===== config.mk =====
export PLATFORM = sky130hd
export DESIGN_NAME = rgb_sbit_to_word_flat
export DESIGN_NICKNAME = d
export VERILOG_FILES = /design/src/rtl/rgb_sbit_to_word_pkg.sv /design/src/rtl/rgb_sbit_to_word_if.sv /design/src/rtl/rgb_sbit_to_word_edge_detect.sv /design/src/rtl/rgb_sbit_to_word.sv /design/src/flat_wrapper.sv
export SDC_FILE = /design/constraint.sdc
export NUM_CORES = 1
export LEC_CHECK = 0
export ABC_CLOCK_PERIOD_IN_PS = 4200
export CELL_PAD_IN_SITES_DETAIL_PLACEMENT = 1
export CELL_PAD_IN_SITES_GLOBAL_PLACEMENT = 2
export CORE_MARGIN = 3
export CORE_UTILIZATION = 37
export CTS_BUF_LIST = sky130_fd_sc_hd__clkbuf_8
export DETAILED_ROUTE_END_ITERATION = 8
export GPL_TIMING_DRIVEN = 1
export HOLD_SLACK_MARGIN = 0.03
export PLACE_DENSITY = 0.87
export SYNTH_ARGS = -nofsm -noshare
export SYNTH_HDL_FRONTEND = slang
export SYNTH_SLANG_ARGS = --single-unit

===== constraint.sdc =====
create_clock -name clk -period 4.2 [get_ports clk]
set_input_delay 0.42 -clock clk [delete_from_list [all_inputs] [get_ports clk]]
set_output_delay 0.42 -clock clk [all_outputs]
set_load 0.01 [all_outputs]

===== src/rtl/rgb_sbit_to_word_pkg.sv =====
// Shared constants and types for the RGB-to-RGBW serial pipeline.
package rgb_pkg;

  localparam int unsigned BITS_PER_WORD       = 24;
  localparam int unsigned WORD_WIDTH          = 32;
  localparam logic [31:0] STREAM_RESET_MARKER = 32'h8000_0000;
  // Line timing at a 96 MHz system clock
  localparam int unsigned STREAM_RESET_CLKS   = 4800;
  localparam int unsigned SAMPLE_TIME_CLKS    = 57;

  typedef enum logic [1:0] {
    EV_NONE,
    EV_DATA,
    EV_RESET
  } event_kind_t;

endpackage


===== src/rtl/rgb_sbit_to_word_if.sv =====
// Decoded-bit input and FIFO write port of the bit-to-word packer.
interface rgb_sbit_to_word_if
  import rgb_pkg::*;
#(
  parameter int unsigned WORD_WIDTH = rgb_pkg::WORD_WIDTH
);

  logic                  in_strobe;
  logic                  in_sbit_value;
  logic                  in_stream_reset;
  logic                  in_wr_fifo_full;
  logic [WORD_WIDTH-1:0] out_word;
  logic                  out_strobe;
  logic                  out_wr_fifo_overflow;

  modport slave (
    input  in_strobe, in_sbit_value, in_stream_reset, in_wr_fifo_full,
    output out_word, out_strobe, out_wr_fifo_overflow
  );

  modport master (
    output in_strobe, in_sbit_value, in_stream_reset, in_wr_fifo_full,
    input  out_word, out_strobe, out_wr_fifo_overflow
  );

endinterface


===== src/rtl/rgb_sbit_to_word_edge_detect.sv =====
// Single-cycle pulse on the rising edge of a level input.
module rgb_edge_detect (
  input  logic clk,
  input  logic rst,
  input  logic i_level,
  output logic o_rise
);

  logic r_level_q;

  always_ff @(posedge clk or posedge rst) begin
    if (rst) r_level_q <= 1'b0;
    else     r_level_q <= i_level;
  end

  assign o_rise = i_level & ~r_level_q;

endmodule


===== src/rtl/rgb_sbit_to_word.sv =====
// Packs decoded serial bits into FIFO words; stream resets emit a marker
// word carrying the number of discarded partial bits.
module rgb_sbit_to_word #(
  parameter int unsigned BITS_PER_WORD = rgb_pkg::BITS_PER_WORD,
  parameter int unsigned WORD_WIDTH    = rgb_pkg::WORD_WIDTH
) (
  input logic              clk,
  input logic              rst,
  rgb_sbit_to_word_if.slave bus
);

  import rgb_pkg::*;

  localparam int unsigned CNT_W = $clog2(BITS_PER_WORD + 1);

  logic                     w_event;
  event_kind_t              w_kind;
  logic [CNT_W-1:0]         r_cnt;
  logic [CNT_W-1:0]         w_cnt_next;
  logic [BITS_PER_WORD-1:0] r_shift;
  logic [BITS_PER_WORD-1:0] w_shift_next;
  logic                     w_emit;
  logic [WORD_WIDTH-1:0]    w_word;
  logic [WORD_WIDTH-1:0]    r_word;
  logic                     r_strobe;
  logic                     r_overflow;

  rgb_edge_detect u_edge (
    .clk     (clk),
    .rst     (rst),
    .i_level (bus.in_strobe),
    .o_rise  (w_event)
  );

  always_comb begin
    w_kind = EV_NONE;
    if (w_event) w_kind = bus.in_stream_reset ? EV_RESET : EV_DATA;
  end

  always_comb begin
    w_cnt_next   = r_cnt;
    w_shift_next = r_shift;
    w_emit       = 1'b0;
    w_word       = '0;
    case (w_kind)
      EV_DATA: begin
        // Concatenate-and-truncate keeps the MSB-first shift legal for any width
        w_shift_next = BITS_PER_WORD'({r_shift, bus.in_sbit_value});
        if (r_cnt == CNT_W'(BITS_PER_WORD - 1)) begin
          w_cnt_next = '0;
          w_emit     = 1'b1;
          w_word     = WORD_WIDTH'(w_shift_next);
        end else begin
          w_cnt_next = r_cnt + 1'b1;
        end
      end
      EV_RESET: begin
        w_cnt_next   = '0;
        w_shift_next = '0;
        w_emit       = 1'b1;
        w_word       = WORD_WIDTH'(STREAM_RESET_MARKER) | WORD_WIDTH'(r_cnt);
      end
      default: ;
    endcase
  end

  always_ff @(posedge clk or posedge rst) begin
    if (rst) begin
      r_cnt      <= '0;
      r_shift    <= '0;
      r_word     <= '0;
      r_strobe   <= 1'b0;
      r_overflow <= 1'b0;
    end else begin
      r_cnt    <= w_cnt_next;
      r_shift  <= w_shift_next;
      r_strobe <= 1'b0;
      if (w_emit) begin
        if (bus.in_wr_fifo_full) begin
          r_overflow <= 1'b1;
        end else begin
          r_strobe <= 1'b1;
          r_word   <= w_word;
        end
      end
    end
  end

  assign bus.out_word             = r_word;
  assign bus.out_strobe           = r_strobe;
  assign bus.out_wr_fifo_overflow = r_overflow;

endmodule


===== src/flat_wrapper.sv =====
// flat-port wrapper written by rule: the top's interface ports become plain ports
module rgb_sbit_to_word_flat import rgb_pkg::*;
#(
  parameter int unsigned BITS_PER_WORD = rgb_pkg::BITS_PER_WORD,
  parameter int unsigned WORD_WIDTH    = rgb_pkg::WORD_WIDTH
)
  (clk, rst, bus_in_strobe, bus_in_sbit_value, bus_in_stream_reset, bus_in_wr_fifo_full, bus_out_word, bus_out_strobe, bus_out_wr_fifo_overflow);
  rgb_sbit_to_word_if #(.WORD_WIDTH(WORD_WIDTH)) bus_i ();
  input logic clk;
  input logic rst;
  input wire logic [$bits(bus_i.in_strobe)-1:0] bus_in_strobe;
  input wire logic [$bits(bus_i.in_sbit_value)-1:0] bus_in_sbit_value;
  input wire logic [$bits(bus_i.in_stream_reset)-1:0] bus_in_stream_reset;
  input wire logic [$bits(bus_i.in_wr_fifo_full)-1:0] bus_in_wr_fifo_full;
  output wire logic [$bits(bus_i.out_word)-1:0] bus_out_word;
  output wire logic [$bits(bus_i.out_strobe)-1:0] bus_out_strobe;
  output wire logic [$bits(bus_i.out_wr_fifo_overflow)-1:0] bus_out_wr_fifo_overflow;
  assign bus_i.in_strobe = bus_in_strobe;
  assign bus_i.in_sbit_value = bus_in_sbit_value;
  assign bus_i.in_stream_reset = bus_in_stream_reset;
  assign bus_i.in_wr_fifo_full = bus_in_wr_fifo_full;
  assign bus_out_word = bus_i.out_word;
  assign bus_out_strobe = bus_i.out_strobe;
  assign bus_out_wr_fifo_overflow = bus_i.out_wr_fifo_overflow;
  rgb_sbit_to_word #(.BITS_PER_WORD(BITS_PER_WORD), .WORD_WIDTH(WORD_WIDTH)) u_core (.clk(clk), .rst(rst), .bus(bus_i));
endmodule

==> out/qor.csv <==
stage;metric;value;unit
cts;clockRootBuffer;clkbuf_8;
final_layout;fill_cells;676;
timing;fmax;0.4474;GHz
drt;wl_met2;2.227;mm
critical_path;crit_chain;ha_1, and4b_1, o21ai_1, buf_4, a22o_1;
critical_path;cp_data_arrival_time;2.48;ns
timing;period_minus_slack;2.235;ns
logic_synthesis;synth_flop_cell;dfrtp_1;
timing;tightest_slew;0.8068;ns
drt;totalWireLength;4.798;mm
floorplanning;die_y;85.01;um
final_layout;diodes;0;
timing;finalSetupTns;0;ns
job;drv_cap;0;
logic_synthesis;synth_edf_count;0;
floorplanning;fp.dieW;85.01;um
critical_path;crit_fanout;13;
floorplanning;start_util;38.55;%
placed_design;hpwl;3.278;mm
drt;highest-signal-layer;met4;
floorplanning;dieArea;7227;um^2
final_layout;final_net_count;253;
timing;hold_viol_final;0;
floorplanning;num_rows;28;
grt;grt_first_pass_wirelength;8.480;mm
cts;clk_pin_slew;0.10;ns
logic_synthesis;syn_area;2310;um^2
cts;clock_latency;0.30;ns
grt;track_usage;14.42;%
drt;viasPerCell;5.196;
worst_hold_path;hp-class;reg -> reg;
timing;drv_slew;0;
power;power.density;358.0;nW/um^2
cts;ctsResizeCount;0;
logic_synthesis;synth_top_area_share;60.67;%
logic_synthesis;yosysWarnings;0;
run_status;status;finished, final reports clean;
timing;worst_slack;1.965;ns
cts;cts_buffers;5;
cts;cts_max_path_buffers;2;
drt;drc;0;
cts;ctsHoldBuffers;0;
logic_synthesis;avgSynthCellArea;10.55;um^2
grt;antenna_found_initial;0;
timing;holdWs;0.4934;ns
drt;vias;1673;
logic_synthesis;synthCells;219;
logic_synthesis;synth.most_common_cell;dfrtp_1;
timing;fin_skew;0.008905;ns
critical_path;cp-start-kind;register;
final_layout;multi_input_comb_area;798.3;um^2
logic_synthesis;ys_ff_latch;56;
timing;period_share;53.21;%
critical_path;slowest_delay;0.64;ns
critical_path;crit_type;reg -> reg;
critical_path;slowest_stage;o21ai_1;
cts;ctsHtreeMaxLevel;2;
drt;wl_met3;153;um
logic_synthesis;synth.distinct_cells;32;
drt;drt-met1-wl;2.360;mm
grt;grt_max_degree;57;
logic_synthesis;async_reset_ff_share;100.0;%
grt;grt_overflow_total;0;
cts;cts_setup_buffers;0;
logic_synthesis;netlist_top_cells_area;dfrtp_1, nand2_1, a22o_1;
placed_design;pre_cts_ws;1.736;ns
cts;cts_sinks;56;
timing;max_slew_margin;45.85;%
logic_synthesis;synth_top_cell_by_area;dfrtp_1;
drt;first_iter_violations;70;
timing;grt_setup_unrepaired;no;
power;p_leak;0.001203;uW
drt;first_pass_iters;4;
grt;first_global_vias;1688;
drt;antenna_left;0;
drt;wl_per_cell;14.90;um
critical_path;end_kind;register;
placed_design;gp_congestion;0.8080;
final_layout;seq_area;1401;um^2
timing;finalSetupViolCount;0;
placed_design;placedInstanceArea;2651;um^2
placed_design;port_buffers;32;
critical_path;cp_data_required_time;4.45;ns
floorplanning;ioPinCount;40;
power;irDropWorstVdd;0.1417;mV
final_layout;areaGrowthSynthToFinish;19.45;%
final_layout;drive_above_1_share;6.073;%
floorplanning;core;5991;um^2
logic_synthesis;synth_common_cells;dfrtp_1, nand2_1, o21ai_0;
logic_synthesis;yosysSeqAreaShare;60.67;%
final_layout;design_area;2759;um^2
cts;cts_tree;done;
==> through the flow <==
stage | util, % | std cells | total power, uW
2_1_floorplan | - | 225 | 626.5
3_3_place_gp | 44.26 | 314 | 655.0
3_5_place_dp | 44.26 | 314 | 656.9
4_1_cts | 46.05 | 322 | 998.5
5_1_grt | 46.05 | 322 | 1038
6_report | 46.05 | 322 | 987.6
==> registers in the layout, summed over array words and instances (netlist names) <==
signal	count
u_core.u_edge.r_level_q	1
u_core.bus.out_word	25
u_core.bus.out_wr_fifo_overflow	1
u_core.r_shift	23
u_core.bus.out_strobe	1
u_core.r_cnt	5
==> critical path: cells and delay by family (launching register included) <==
family,cells,cell delay [ns]
compound gates,2,0.81
fa+ha+maj,1,0.33
buf+inv,1,0.33
flops,1,0.46
simple gates,1,0.26
==> path summary, 6_finish.rpt <==
path / from / end / slack [ns] / cells past startpoint
min reg2reg: u_core.r_shift[22] / u_core.r_shift[22] / 0.49 / 2
min: u_core.r_shift[22] / u_core.r_shift[22] / 0.49 / 2
max in group asynchronous: rst / u_core.r_shift[5] / 3.12 / 3
min in group asynchronous: rst / u_core.bus.out_word[12] / 0.61 / 3
max reg2reg: u_core.r_cnt[0] / u_core.bus.out_word[21] / 1.97 / 5
max: u_core.r_cnt[0] / u_core.bus.out_word[21] / 1.97 / 5
==> cell usage in the layout, fill, tap and decap left out, types with 3 or more instances in the layout <==
cell type / n
conb_1: 7
o21ai_0: 34
a21oi_1: 4
a22o_1: 21
nand2b_1: 4
clkbuf_8: 5
inv_1: 3
nand2_1: 54
clkdlybuf4s50_1: 32
buf_4: 3
dfrtp_1: 56
==> logic make-up after synthesis <==
group	Yosys count	synth area share [%]
AND/OR/NAND/NOR	69	13.98
AO/OA/AOI/OAI	67	18.91
flip-flops	56	60.67
buffers and inverters	25	5.741
adder cells (fa/ha/maj)	1	0.5416
other	1	0.1624
==> power by group <==
part           leakage (uW)  switching, uW  internal (uW)  total (uW)
Combinational      0.000378           46.7           29.2        75.9
Clock             0.0000593            168            175         343
Sequential         0.000765           15.7            553         569
Total               0.00120            230            757         988
==> cell type report <==
cell class / instances / share of cell area [%]
Tap cell: 75 / 3.401
Sequential cell: 56 / 50.79
Timing Repair Buffer: 35 / 12.43
Clock buffer: 5 / 2.494
Inverter: 4 / 0.5442
Clock inverter: 3 / 1.406
Multi-Input combinational cell: 144 / 28.93
==> per-layer routing <==
| metal | vias to the layer above | GRT usage (%) |
|---|---|---|
| met5 | - | 0 |
| met4 | 0 | 3.885 |
| met3 | 6 | 3.204 |
| li1 | 803 | - |
| met2 | 33 | 21.96 |
| met1 | 831 | 20.87 |
Note: power is estimated with default switching activity, not from simulation.
